File: src/rtl/wb_spi_arbiter.sv
// wb_spi_arbiter
// Round-robin Wishbone arbiter that shares one SPI memory controller slave
// port (24-bit address, 8-bit data) between NUM_MASTERS requesters.
//
// Ports:
//   clk_i, rst_ni          clock (rising edge), asynchronous active-low reset
//   m_cyc_i/m_stb_i/m_we_i per-master cycle, strobe, write enable
//   m_adr_i, m_dat_i       per-master address (24 b) and write data (8 b), packed
//   m_ack_o, m_err_o       per-master ack and error (slave error or watchdog abort)
//   m_dat_o                slave read data broadcast to every master
//   s_*_o, s_*_i           Wishbone master side towards the SPI controller
//   dbg_state_o            FSM state (0 IDLE, 1 GRANT, 2 ABORT)
//   dbg_gnt_o, dbg_wd_o    current grant index and watchdog count
//
// Handshake: a master owns the slave from the cycle after arbitration until it
// drops cyc. While owned, cyc/stb/we/adr/dat pass straight through and the
// slave's ack/err go back to the owner only; a transfer completes in the
// cycle where stb and ack are both high. Stalled strobes are ended by the
// watchdog with a one-cycle err pulse followed by one cycle with cyc low.
module wb_spi_arbiter #(
  parameter int NUM_MASTERS    = 2,
  parameter int TIMEOUT_CYCLES = 255,
  parameter int CW             = 16
) (
  input  logic                      clk_i,
  input  logic                      rst_ni,
  input  logic [NUM_MASTERS-1:0]    m_cyc_i,
  input  logic [NUM_MASTERS-1:0]    m_stb_i,
  input  logic [NUM_MASTERS-1:0]    m_we_i,
  input  logic [24*NUM_MASTERS-1:0] m_adr_i,
  input  logic [8*NUM_MASTERS-1:0]  m_dat_i,
  output logic [NUM_MASTERS-1:0]    m_ack_o,
  output logic [NUM_MASTERS-1:0]    m_err_o,
  output logic [7:0]                m_dat_o,
  output logic                      s_cyc_o,
  output logic                      s_stb_o,
  output logic                      s_we_o,
  output logic [23:0]               s_adr_o,
  output logic [7:0]                s_dat_o,
  input  logic                      s_ack_i,
  input  logic                      s_err_i,
  input  logic [7:0]                s_dat_i,
  output logic [1:0]                dbg_state_o,
  output logic [2:0]                dbg_gnt_o,
  output logic [CW-1:0]             dbg_wd_o
);

  localparam int GW = (NUM_MASTERS > 1) ? $clog2(NUM_MASTERS) : 1;

  localparam logic [1:0] ST_IDLE  = 2'd0;
  localparam logic [1:0] ST_GRANT = 2'd1;
  localparam logic [1:0] ST_ABORT = 2'd2;

  logic [1:0]    r_state;
  logic [GW-1:0] r_gnt;
  logic [GW-1:0] r_last;
  logic [CW-1:0] r_wd;

  logic          w_granted;
  logic          w_cyc;
  logic          w_stb;
  logic          w_we;
  logic [23:0]   w_adr;
  logic [7:0]    w_dat;
  logic          w_timeout;
  logic [GW-1:0] w_pick;

  // Signals of the currently granted master.
  always_comb begin
    w_cyc = 1'b0;
    w_stb = 1'b0;
    w_we  = 1'b0;
    w_adr = '0;
    w_dat = '0;
    for (int k = 0; k < NUM_MASTERS; k++) begin
      if (r_gnt == GW'(k)) begin
        w_cyc = m_cyc_i[k];
        w_stb = m_stb_i[k];
        w_we  = m_we_i[k];
        w_adr = m_adr_i[24*k +: 24];
        w_dat = m_dat_i[8*k +: 8];
      end
    end
  end

  // Round-robin pick: scan last+N down to last+1 so the nearest requester
  // after last is written last and wins.
  always_comb begin
    w_pick = r_last;
    for (int i = NUM_MASTERS; i >= 1; i--) begin
      for (int k = 0; k < NUM_MASTERS; k++) begin
        if (k == ((int'(r_last) + i) % NUM_MASTERS) && m_cyc_i[k]) begin
          w_pick = GW'(k);
        end
      end
    end
  end

  assign w_granted = (r_state == ST_GRANT);

  // Timeout fires on the TIMEOUT_CYCLES-th stalled strobe cycle; an ack or
  // slave error in that same cycle takes precedence.
  assign w_timeout = w_granted && w_cyc && w_stb && !s_ack_i && !s_err_i &&
                     (r_wd == CW'(TIMEOUT_CYCLES - 1));

  assign s_cyc_o = w_granted & w_cyc;
  assign s_stb_o = w_granted & w_stb;
  assign s_we_o  = w_granted & w_we;
  assign s_adr_o = w_granted ? w_adr : '0;
  assign s_dat_o = w_granted ? w_dat : '0;
  assign m_dat_o = s_dat_i;

  always_comb begin
    m_ack_o = '0;
    m_err_o = '0;
    for (int k = 0; k < NUM_MASTERS; k++) begin
      if (w_granted && r_gnt == GW'(k)) begin
        m_ack_o[k] = s_ack_i;
        m_err_o[k] = s_err_i | w_timeout;
      end
    end
  end

  assign dbg_state_o = r_state;
  assign dbg_gnt_o   = 3'(r_gnt);
  assign dbg_wd_o    = r_wd;

  always_ff @(posedge clk_i or negedge rst_ni) begin
    if (!rst_ni) begin
      r_state <= ST_IDLE;
      r_gnt   <= '0;
      r_last  <= GW'(NUM_MASTERS - 1);
      r_wd    <= '0;
    end else begin
      case (r_state)
        ST_IDLE: begin
          r_wd <= '0;
          if (|m_cyc_i) begin
            r_gnt   <= w_pick;
            r_state <= ST_GRANT;
          end
        end
        ST_GRANT: begin
          if (!w_cyc) begin
            r_last  <= r_gnt;
            r_wd    <= '0;
            r_state <= ST_IDLE;
          end else begin
            if (w_stb && !s_ack_i && !s_err_i) r_wd <= r_wd + CW'(1);
            else                               r_wd <= '0;
            if (w_timeout) r_state <= ST_ABORT;
          end
        end
        ST_ABORT: begin
          r_last  <= r_gnt;
          r_wd    <= '0;
          r_state <= ST_IDLE;
        end
        default: begin
          r_wd    <= '0;
          r_state <= ST_IDLE;
        end
      endcase
    end
  end

endmodule

File: config.mk
export PLATFORM = sky130hd
export DESIGN_NAME = wb_spi_arbiter
export DESIGN_NICKNAME = d
export VERILOG_FILES = /design/src/rtl/wb_spi_arbiter.sv
export SDC_FILE = /design/constraint.sdc
export NUM_CORES = 1
export LEC_CHECK = 0
export CAP_MARGIN = 30
export CORE_MARGIN = 1.5
export CORE_UTILIZATION = 34
export CTS_BUF_LIST = sky130_fd_sc_hd__clkbuf_2
export CTS_CLUSTER_SIZE = 14
export DETAILED_ROUTE_END_ITERATION = 8
export HOLD_SLACK_MARGIN = 0.05
export PLACE_DENSITY = 0.88
export SETUP_SLACK_MARGIN = 0.1
export SKIP_LAST_GASP = 1
export SLEW_MARGIN = 20
export SYNTH_ARGS = -nofsm -noshare
export SYNTH_HDL_FRONTEND = slang
export SYNTH_SLANG_ARGS = --single-unit
File: constraint.sdc
create_clock -name clk_i -period 3.8 [get_ports clk_i]
set_input_delay 0.38 -clock clk_i [delete_from_list [all_inputs] [get_ports clk_i]]
set_output_delay 0.38 -clock clk_i [all_outputs]
set_load 0.03 [all_outputs]
# Word level (Yosys, flattened, before mapping)
# Index checks and enable logic that the tools add are counted.
# classes
addsub	3
multipliers	0
div	0
order_cmp	0
eq_ne	8
shifts	0
muxes	24
n_bitwise	7
reduce_logical	23
# ops
operator	count
32-bit logical NOT	2
16-bit 2-to-1 mux	3
24-bit 2-to-1 mux	2
16-bit by 1-bit adder with 16-bit output (second input constant)	1
16-bit by 8-bit equality test with 1-bit output (second input constant)	1
8-bit 2-to-1 mux	2
1-bit logical AND	13
1-bit 2-to-1 mux	12
2-bit 2-to-1 mux	3
2-bit AND reduction	3
2-bit equality test (first input constant)	2
2-bit != test (second input constant)	2
2-bit case mux with 2 select lines	1
1-bit bitwise AND	3
3-bit by 2-bit != test with 1-bit output (second input constant)	1
1-bit adder (second input constant)	2
1-bit bitwise AND (first input constant)	2
2-bit by 1-bit equality test with 1-bit output (second input constant)	1
2-bit equality test (second input constant)	1
1-bit logical NOT	2
2-bit logical NOT	1
1-bit case mux with 2 select lines	1
2-bit nonzero test	1
2-bit OR reduction	1
2 further kinds	2
# word_totals
regBits	20
latchBits	0
mem_bits_rw	0
rom_bits	0
in_bits	82
elab_cells	69
n_memories	0

# Depth between registers and ports, before layout
# depth
depth_word	9
ltp_mapped	6
depth_no_buf	6

# Least setup slack after synthesis
# Ideal clock, no wire load.
# synth_timing
path_type	reg2out
start	register r_state[1] (netlist: dbg_state_o[1])
end	output port m_err_o[1]
arrival_time_ns	1.829
required_ns	3.420
setup_slack_ns	1.591
stages_incl_launch_ff	6
n_path_buf	1
cell_sequence	dfrtp_1 -> nand2b_1 -> or4b_1 -> buf_2 -> nor2_4 -> o211a_1
# synth_via
elab_chain_len	8
word_cells_on_any_way	9
cone_classes	1 x eq/ne; 1 x mux; 1 x bitwise; 6 x reduce/logical
# synth_lines
element	line	source
start, declared	54	logic [1:0] r_state;
start signal, assigned	130	r_state <= ST_IDLE;
start signal, assigned	140	r_state <= ST_GRANT;
start signal, assigned	147	r_state <= ST_IDLE;
2-bit by 1-bit equality test with 1-bit output (*)	99	assign w_granted = (r_state == ST_GRANT);
1-bit logical AND (5 in a row)	103	assign w_timeout = w_granted && w_cyc && w_stb && !s_ack_i && !s_err_i &&
1-bit bitwise OR	119	m_err_o[k] = s_err_i | w_timeout;
1-bit 2-to-1 mux (*)	117	if (w_granted && r_gnt == GW'(k)) begin
end, declared	33	output logic [NUM_MASTERS-1:0] m_err_o,
# Mark *: on every way between the ends. The rest lies on a longest branch, timed or not.

# Worst setup path after layout
# layout_timing
start	input port m_cyc_i[1]
end	output port m_err_o[1]
# layout_via
elab_chain_len	8
# layout_lines
element	line	source
start, declared	27	input logic [NUM_MASTERS-1:0] m_cyc_i,
1-bit 2-to-1 mux	76	if (r_gnt == GW'(k)) begin
1-bit logical AND (5 in a row)	103	
1-bit bitwise OR	119	
1-bit 2-to-1 mux	117	
# No other way between the ends.

==> results.json <==
{
  "grt_use_total_pct": 19.32,
  "skew_ns": 0.01591,
  "gp_congestion": 0.8310,
  "hpwl_um": 4409,
  "grt_pass1_wl_um": 7955,
  "async_flop_share_pct": 100.0,
  "dieArea_um2": 5277,
  "final_cell_mix": "clkdlybuf4s50_1 (131), nor2_1 (54), mux2i_1 (36), dfrtp_1 (18), xor2_1 (7)",
  "worst-setup-path-type": "in2out",
  "core-area_um2": 4692,
  "maxCapViolCount": 0,
  "ys_types": 37,
  "status": "complete, no violations",
  "powerDensity_nw_per_um2": 553.3,
  "syn_inst": 198,
  "synth_top_area_share_pct": 28.83,
  "final_core_util_pct": 62.88,
  "cts_setup_buffers": 0,
  "grt_overflow": 0,
  "synth-edff-count": 0,
  "routedWlPerCell_um": 14.44,
  "path_clk_slew_ns": 0.18,
  "end_kind": "primary output",
  "rsz0062_at_grt": "no",
  "multi_input_area_um2": 999.7,
  "cts_buffers": 3,
  "worstHoldPathType": "in2async",
  "setup_tns_ns": 0,
  "cts_tree": "built",
  "final_common_cell": "clkdlybuf4s50_1",
  "cts.htree.levels": 1,
  "crit_fanout": 5,
  "r2r-start": "r_gnt",
  "clkSinkCount": 20,
  "reg2reg_slack_ns": 2.03,
  "seq_area_frac_synth_pct": 30.42,
  "io_buffers": 131,
  "finalHoldViolCount": 0,
  "startpoint": "m_cyc_i[1]",
  "antenna_left": 0,
  "ys.flop_type": "dfrtp_1",
  "die_y_um": 72.65,
  "fin_crit_sh_pct": 80.35,
  "nets": 400,
  "final_cell_count_no_fill": 369,
  "insertion_delay_ns": 0.33,
  "drc": 0,
  "start_util_pct": 35.15,
  "finalSetupViolCount": 0,
  "synth_largest_area_cell": "dfrtp_1",
  "drv_slew": 0,
  "viasPerCell": 4.908,
  "synth.cell_area_um2": 1649,
  "synth_seq_cells": 20,
  "firstDrtPassIters": 4,
  "die_x_um": 72.65,
  "worstPathRequired_ns": 3.42,
  "p_leak_nw": 1.247,
  "cts_resized": 0,
  "area_delta_synth_final_pct": 78.91,
  "cts_buffer_depth": 2,
  "arrival_ns": 2.67,
  "place_area_um2": 2915,
  "antenna_found_initial": 0,
  "grt_max_degree": 39,
  "ys_top_cells_by_area": "dfrtp_1 (29%), mux2i_1 (22%), nor2_1 (12%)",
  "diodes": 0,
  "ios": 150,
  "drt_wl_total_um": 5327,
  "final-seq-area_um2": 503.0,
  "cts_hold_buf": 0,
  "whs_ns": 0.3212,
  "worst_slew_margin_rel_pct": 62.24,
  "syn_area_per_cell_um2": 8.329,
  "final_area_um2": 2950,
  "vias": 1811,
  "startpoint_type": "primary input",
  "yosys_warnings": 0,
  "drtIter0Drc": 96,
  "layout-drive-gt1-share_pct": 4.127,
  "place_inst": 364,
  "grt_pass1_vias": 1699,
  "finalCriticalPeriod_ns": 3.053,
  "fillers": 414,
  "timing.rr.end": "dbg_wd_o[15]",
  "row_count": 25,
  "peakVddDrop_mv": 0.4398,
  "cts_root_buf": "clkbuf_2",
  "worst_pin_slew_ns": 0.5665,
  "clock.fmax_mhz": 327.5,
  "reg2regPathDepth": 5
}
[cell usage after synthesis, types with 4 or more instances]
cell type and count:
xor2_1 7, dfrtp_1 19, xnor2_1 4, nor2_1 54
nand3_1 5, nor3_1 5, nand4_1 4, clkbuf_1 4
mux2i_1 36, nand2_1 4, buf_2 4, buf_4 13
[final cells by class]
cell class / count / area share, %
Tap cell: 54 / 2.290
Timing Repair Buffer: 135 / 45.72
Inverter: 3 / 0.3817
Clock buffer: 4 / 0.6785
Multi-Input combinational cell: 153 / 33.88
Sequential cell: 20 / 17.05
[metrics by stage]
stage | power, mW | setup slack, ns
3_5_place_dp | 1.551 | 0.7555
5_1_grt | 1.717 | 0.6745
6_report | 1.632 | 0.7469
2_1_floorplan | 1.069 | 1.591
4_1_cts | 1.646 | 0.7473
3_3_place_gp | 1.542 | 0.8110
[layer usage]
layer	vias up	GRT usage [%]	wire length, um
met5	-	0	0
met1	827	23.19	2162
li1	894	-	-
met3	3	3.453	312
met4	0	4.403	31
met2	87	35.58	2820
[worst max-delay path by stage]
| stage | to | slack (ns) |
|---|---|---|
| floorplan | m_err_o[1] | 1.59 |
| global placement | m_err_o[1] | 0.81 |
| detailed placement | m_err_o[1] | 0.76 |
| CTS | m_err_o[1] | 0.75 |
| global route | m_err_o[1] | 0.67 |
| finish | m_err_o[1] | 0.75 |
[critical path, cell delays in order]
cell and delay [ns]:
clkdlybuf4s50_1 0.54, mux2i_1 0.15, or4b_1 0.59, nor2_4 0.17, o211a_1 0.16, clkdlybuf4s50_1 0.68
[cells by family (layout without fill, tap and decap cells)]
kind of cell             count (synthesis)  in the layout  share of synthesized area [%]
AND/OR/NAND/NOR                         89             89                          25.64
multiplexers                            37             37                          22.53
buffers and inverters                   26            142                          9.180
flip-flops                              20             20                          30.43
AO/OA/AOI/OAI                           12             12                          4.628
XOR/XNOR                                11             11                          5.842
adder cells (fa/ha/maj)                  2              2                          1.517
other                                    1              2                         0.2274
[report_power, final]
group	internal (mW)	total (mW)	switching [mW]	leakage, nW
Combinational	0.551	1.28	0.726	0.960
Sequential	0.235	0.264	0.0293	0.270
Clock	0.0279	0.0914	0.0635	0.0166
Total	0.814	1.63	0.819	1.25
[sequential cells by signal (all words and copies together), names as in the netlist]
signal / count
dbg_state_o: 2
dbg_wd_o: 16
r_gnt: 1
r_last: 1
Power figures use the tool's default switching activity.
==> RTL edit 1 (same settings) <==
Change the parameter `CW` from 16 to 18.
--- a/src/rtl/wb_spi_arbiter.sv
+++ b/src/rtl/wb_spi_arbiter.sv
@@ -21,5 +21,5 @@
   parameter int NUM_MASTERS    = 2,
   parameter int TIMEOUT_CYCLES = 255,
-  parameter int CW             = 16
+  parameter int CW             = 18
 ) (
   input  logic                      clk_i,
Interface: changed (resized dbg_wd_o); port bits go from 150 to 152. The function was not compared with the original's and may differ.
==> RTL edit 1 against the unedited design <==
Combinational power fell by 4%; power fell by 1.4%; via count rose by 5.2%; global-route usage rose by 1.5 points; non-clock buffer count rose by 1; register-to-register slack got worse by 0.17 ns; first-iteration DRC count fell by 45%; maximum frequency fell by 10%; worst setup slack got worse by 0.35 ns; synthesized area fell by 1.3%; sequential cell count rose by 2; count of clock-buffer cells in the layout fell by 1; wire length rose by 10%; cell area fell by 0.59%; largest power group unchanged.
==> RTL edit 1: results (changes against the unedited design) <==
status=finished, final reports clean (unchanged); Largest register FFs=18 (was 16); Async SR Flop Fraction=100.0% (unchanged); reg2reg start=r_gnt$_DFFE_PN0P_ (unchanged); vias in the first global route=1680 (was 1699); DRT antenna net count=0 (unchanged); Commonest cells post-synth=33 x a22o_1, 21 x dfrtp_1, 21 x nor2_1, 11 x buf_4 (was 54 x nor2_1, 36 x mux2i_1, 19 x dfrtp_1, 13 x buf_4, 7 x xor2_1); total CTS buffers=3 (unchanged); drt total wl=5859 µm (was 5327 µm); CP max FO=20 (was 5); r2r setup slk=1.86 ns (was 2.03 ns); Hold Path Class=input pin to asynchronous set/reset pin (unchanged); clk_skew=0.01206 ns (was 0.01591 ns); Root Driver=clkbuf_2 (unchanged); initial antenna violation count=0 (unchanged); Hold Worst Slack=0.4981 ns (was 0.3212 ns); xor/xnor share of the synthesized area=6.995% (was 5.842%); routed vias/inst=5.443 (was 4.908); Max Cap Viol=0 (unchanged); cts repair resizes=0 (unchanged); crit-path max cell delay=0.70 ns (was 0.68 ns); ranking of synthesized cells by area=dfrtp_1 32%, a22o_1 18%, buf_4 5.1% (was dfrtp_1 29%, mux2i_1 22%, nor2_1 12%); Yosys warnings=0 (unchanged); Max Buffers Root-to-Sink=2 (unchanged); Post-CTS Setup Bufs=0 (unchanged); static leakage=1.121 nW (was 1.247 nW); clk_lat worst skew=0.33 ns (about the same); htree depth=1 (unchanged); layout cell share with drive strength beyond 1=4.027% (was 4.127%); Tot GR Track Use=20.86% (was 19.32%); Final nets=383 (was 400); ANT cells=0 (unchanged); switching share of power=48.72% (was 50.16%); Adder-Cell Fraction of Synth Area=1.537% (was 1.517%); worst r2r path cells=4 (was 5); Avg WL per Cell=16.74 µm (was 14.44 µm); mux contribution to synthesized area=2.537% (was 22.53%); Compound-Gate Fraction of Synth Area=23.83% (was 4.628%); placed instance area=2909 µm² (was 2915 µm²); post-synth top area cell=dfrtp_1 (unchanged); largest net degree at the start of global routing=35 (was 39); Startpoint Class=flop (was input pin); register area share after synthesis=33.90% (was 30.42%); Reg-to-Reg End=dbg_state_o[0]$_DFFE_PN0P_ (was dbg_wd_o[15]$_DFF_PN0_); initial drt markers=53 (was 96); worst ir drop on vdd=0.2313 mV (was 0.4398 mV); hpwl dp=4620 µm (was 4409 µm); post-synth cell types=40 (was 37); first-pass GRT wire length=8556 µm (was 7955 µm); Port Buffer Count=133 (was 131); syn avg cell area=9.145 µm² (was 8.329 µm²); Clk pin slew, worst setup/hold paths=0.20 ns (was 0.18 ns); Worst EP arrival=3.02 ns (was 2.67 ns); crit path max-delay cell type=or4b_4 (was clkdlybuf4s50_1); GPL Wtd Cong=0.8540 (was 0.8310); TritonRoute pass-1 iters=4 (unchanged)
[RTL edit 1: changes by cell type after synthesis, sizes merged, moves of 3 or more]
| cell | delta |
|---|---|
| clkbuf | +3 |
| nor2 | -34 |
| a22o | +33 |
| mux2i | -33 |
| nor4 | +5 |
| nand4 | +3 |
| buf | -5 |
| xnor2 | +3 |
| nor3 | -3 |
[RTL edit 1: critical path: cells and delay by family, from the launching register on]
kind / cells / cell delay (ns)
buf+inv: 1 / 0.70
mux: 1 / 0.17
compound gates: 1 / 0.37
simple gates: 2 / 0.85
flops: 1 / 0.62
[RTL edit 1: power by group through the flow]
stage | sequential (mW) | clock, mW | combinational, mW
2_1_floorplan | 0.282 | 0 | 0.765
3_3_place_gp | 0.289 | 0 | 1.22
3_5_place_dp | 0.290 | 0 | 1.23
4_1_cts | 0.285 | 0.0972 | 1.23
5_1_grt | 0.290 | 0.105 | 1.29
6_report | 0.286 | 0.0915 | 1.23
[RTL edit 1: worst max path at each step]
stage,cells past startpoint,endpoint
after detailed placement,6,m_err_o[0]
after floorplan,4,m_err_o[1]
after CTS,5,m_err_o[0]
final,5,m_err_o[0]
after global routing,5,m_err_o[0]
after global placement,6,m_err_o[0]
[RTL edit 1: cell type report]
cell class | instances | area (µm²)
fill | 384 | 1541
timing repair buffer | 136 | 1351
multi-input combinational | 133 | 934.6
sequential | 22 | 551.8
tap | 52 | 65.06
clock buffer | 3 | 15.01
inverter | 3 | 11.26
clock inverter | 1 | 3.754
[RTL edit 1: cells by family (layout without fill, tap and decap cells)]
| family | after synthesis | count (layout) |
|---|---|---|
| AOI/OAI and AO/OA | 47 | 47 |
| other | 1 | 2 |
| muxes | 4 | 4 |
| buffers and inverters | 24 | 143 |
| DFF | 22 | 22 |
| xor gates and xnor gates | 13 | 13 |
| adders and majority gates | 2 | 2 |
| and+or+nand+nor | 65 | 65 |
[RTL edit 1: layer usage]
| metal | vias to the layer above | global-route usage [%] | wire, µm | part of all wire (%) |
|---|---|---|---|---|
| li1 | 900 | - | - | - |
| met1 | 921 | 26.00 | 2388 | 41 |
| met2 | 82 | 37.76 | 3031 | 52 |
| met3 | 2 | 4.583 | 423 | 7.2 |
| met4 | 0 | 2.935 | 16 | 0.27 |
| met5 | - | 0 | 0 | 0 |
[RTL edit 1: stage by stage]
| step | setup slack, ns | utilization, % |
|---|---|---|
| after detailed placement | 0.4252 | 65.02 |
| after global routing | 0.1774 | 65.55 |
| final | 0.3959 | 65.55 |
| after CTS | 0.3676 | 65.44 |
| after global placement | 0.4642 | 65.02 |
| after floorplan | 1.292 | - |
==> RTL edit 2 (same settings) <==
Made on the original files. Register the output `dbg_wd_o` once more, with the module's reset; this adds one clock of latency there. The other outputs are not delayed to match.
--- a/src/rtl/wb_spi_arbiter.sv
+++ b/src/rtl/wb_spi_arbiter.sv
@@ -124,5 +124,11 @@
   assign dbg_state_o = r_state;
   assign dbg_gnt_o   = 3'(r_gnt);
-  assign dbg_wd_o    = r_wd;
+  always_ff @(posedge clk_i or negedge rst_ni) begin
+    if (!rst_ni) begin
+      dbg_wd_o <= '0;
+    end else begin
+      dbg_wd_o <= r_wd;
+    end
+  end
 
   always_ff @(posedge clk_i or negedge rst_ni) begin
Check against the original RTL: not equivalent (a bounded check fails within 4 cycles, from zero or initial values and one cycle with rst_ni low).
==> RTL edit 2 against the unedited design <==
Non-clock buffer count stayed put; core utilization is 4.7 points lower; cell area is 16% higher; sequential cell count is 16 higher; power is 19% higher; synthesized cell count is 9.1% higher; worst setup slack worse by 0.18 ns; final cell count is 11% higher; synthesized area is 25% higher; sequential share of layout area is 9.4 points higher; wire length is 8.5% higher.
==> RTL edit 2: results (changes against the unedited design) <==
comb pwr=1.25 mW; GPL Wtd Cong=0.7865 (was 0.8310); placed instance area=3357 µm² (was 2915 µm²); Tot GR Track Use=17.04% (was 19.32%); clk_skew=0.01562 ns (was 0.01591 ns); Commonest cells post-synth=53 x nor2_1, 35 x dfrtp_1, 35 x mux2i_1, 12 x buf_4, 12 x xor2_1 (was 54 x nor2_1, 36 x mux2i_1, 19 x dfrtp_1, 13 x buf_4, 7 x xor2_1); internal power=1.068 mW (was 0.8135 mW); met3 GRT Util=4.270% (was 3.453%); FILL cells=505 (was 414); total CTS buffers=5 (was 3); r2r setup slk=1.94 ns (was 2.03 ns); worst ir drop on vdd=0.4479 mV (was 0.4398 mV); drt total wl=5779 µm (was 5327 µm); DRT met1 WL=2460 µm (was 2162 µm); CP max FO=14 (was 5); clk_lat worst skew=0.37 ns (was 0.33 ns); vias in the first global route=1750 (was 1699); htree depth=2 (was 1); TritonRoute pass-1 iters=4 (unchanged); register area share after synthesis=43.59% (was 30.42%); met2 WL=2903 µm (was 2820 µm); Crit path max-delay family=simple AND/OR/NAND/NOR gates (was buffers and inverters); layout cell share with drive strength beyond 1=4.790% (was 4.127%); ranking of synthesized cells by area=dfrtp_1 42%, mux2i_1 17%, nor2_1 9.6% (was dfrtp_1 29%, mux2i_1 22%, nor2_1 12%); status=finished, final reports clean (unchanged); first-pass GRT wire length=8521 µm (was 7955 µm); hpwl dp=4539 µm (was 4409 µm); met3 WL=282 µm (was 312 µm); crit-path max cell delay=0.66 ns (was 0.68 ns); GR Util met2=27.00% (was 35.58%); initial drt markers=72 (was 96); largest net degree at the start of global routing=37 (was 39); static leakage=1.534 nW (was 1.247 nW); clock share of power=12.1% (was 5.6%); via count=1922 (was 1811); Final nets=417 (was 400); Worst EP arrival=2.86 ns (was 2.67 ns); met1 Usage GRT=22.30% (was 23.19%); Hold Path Class=input pin to asynchronous set/reset pin (unchanged)
RTL edit 2: cell types whose count changed after synthesis, sizes merged, moves of 4 or more:
cell	before	now
clkbuf	4	10
nand4	4	8
dfrtp	19	35
xor2	7	12
RTL edit 2: worst paths after layout:
kind / start / endpoint / cells after the start
max: r_gnt$_DFFE_PN0P_ / m_err_o[1] / 5
max in group asynchronous: rst_ni / r_gnt$_DFFE_PN0P_ / 2
min reg2reg: r_wd[15]$_DFF_PN0_ / dbg_wd_o[15]$_DFF_PN0_ / 0
min in group clk_i: r_wd[15]$_DFF_PN0_ / dbg_wd_o[15]$_DFF_PN0_ / 0
min: rst_ni / r_wd[13]$_DFF_PN0_ / 2
max reg2reg: r_gnt$_DFFE_PN0P_ / dbg_state_o[0]$_DFFE_PN0P_ / 4
RTL edit 2: metrics by stage:
stage	hold slack, ns	setup WS (ns)	total power, mW	std cells	util [%]
final	0.3984	0.5644	1.945	409	58.14
after global routing	0.4008	0.4508	2.044	409	58.14
after global placement	0.4026	0.6565	1.711	401	57.04
after floorplan	0.08441	1.382	1.247	217	-
after CTS	0.3917	0.5324	1.957	409	58.14
after detailed placement	0.4130	0.6219	1.718	401	57.04
RTL edit 2: cell type report:
type	instances	area, µm²	share of cell area, %
timing repair buffer	135	1341	39.20
sequential	36	903.4	26.40
tap	75	93.84	2.742
clock inverter	2	35.03	1.024
multi-input combinational	153	1011	29.54
inverter	2	7.507	0.2194
clock buffer	6	30.03	0.8775
RTL edit 2: cell families after synthesis:
kind of cell	after synthesis	share of synthesized area, %
adder cells (fa/ha/maj)	2	1.209
AO/OA/AOI/OAI	10	3.083
flip-flops	36	43.59
other	1	0.1812
AND/OR/NAND/NOR	90	21.22
buffers and inverters	28	7.739
multiplexers	36	17.47
XOR/XNOR	13	5.502
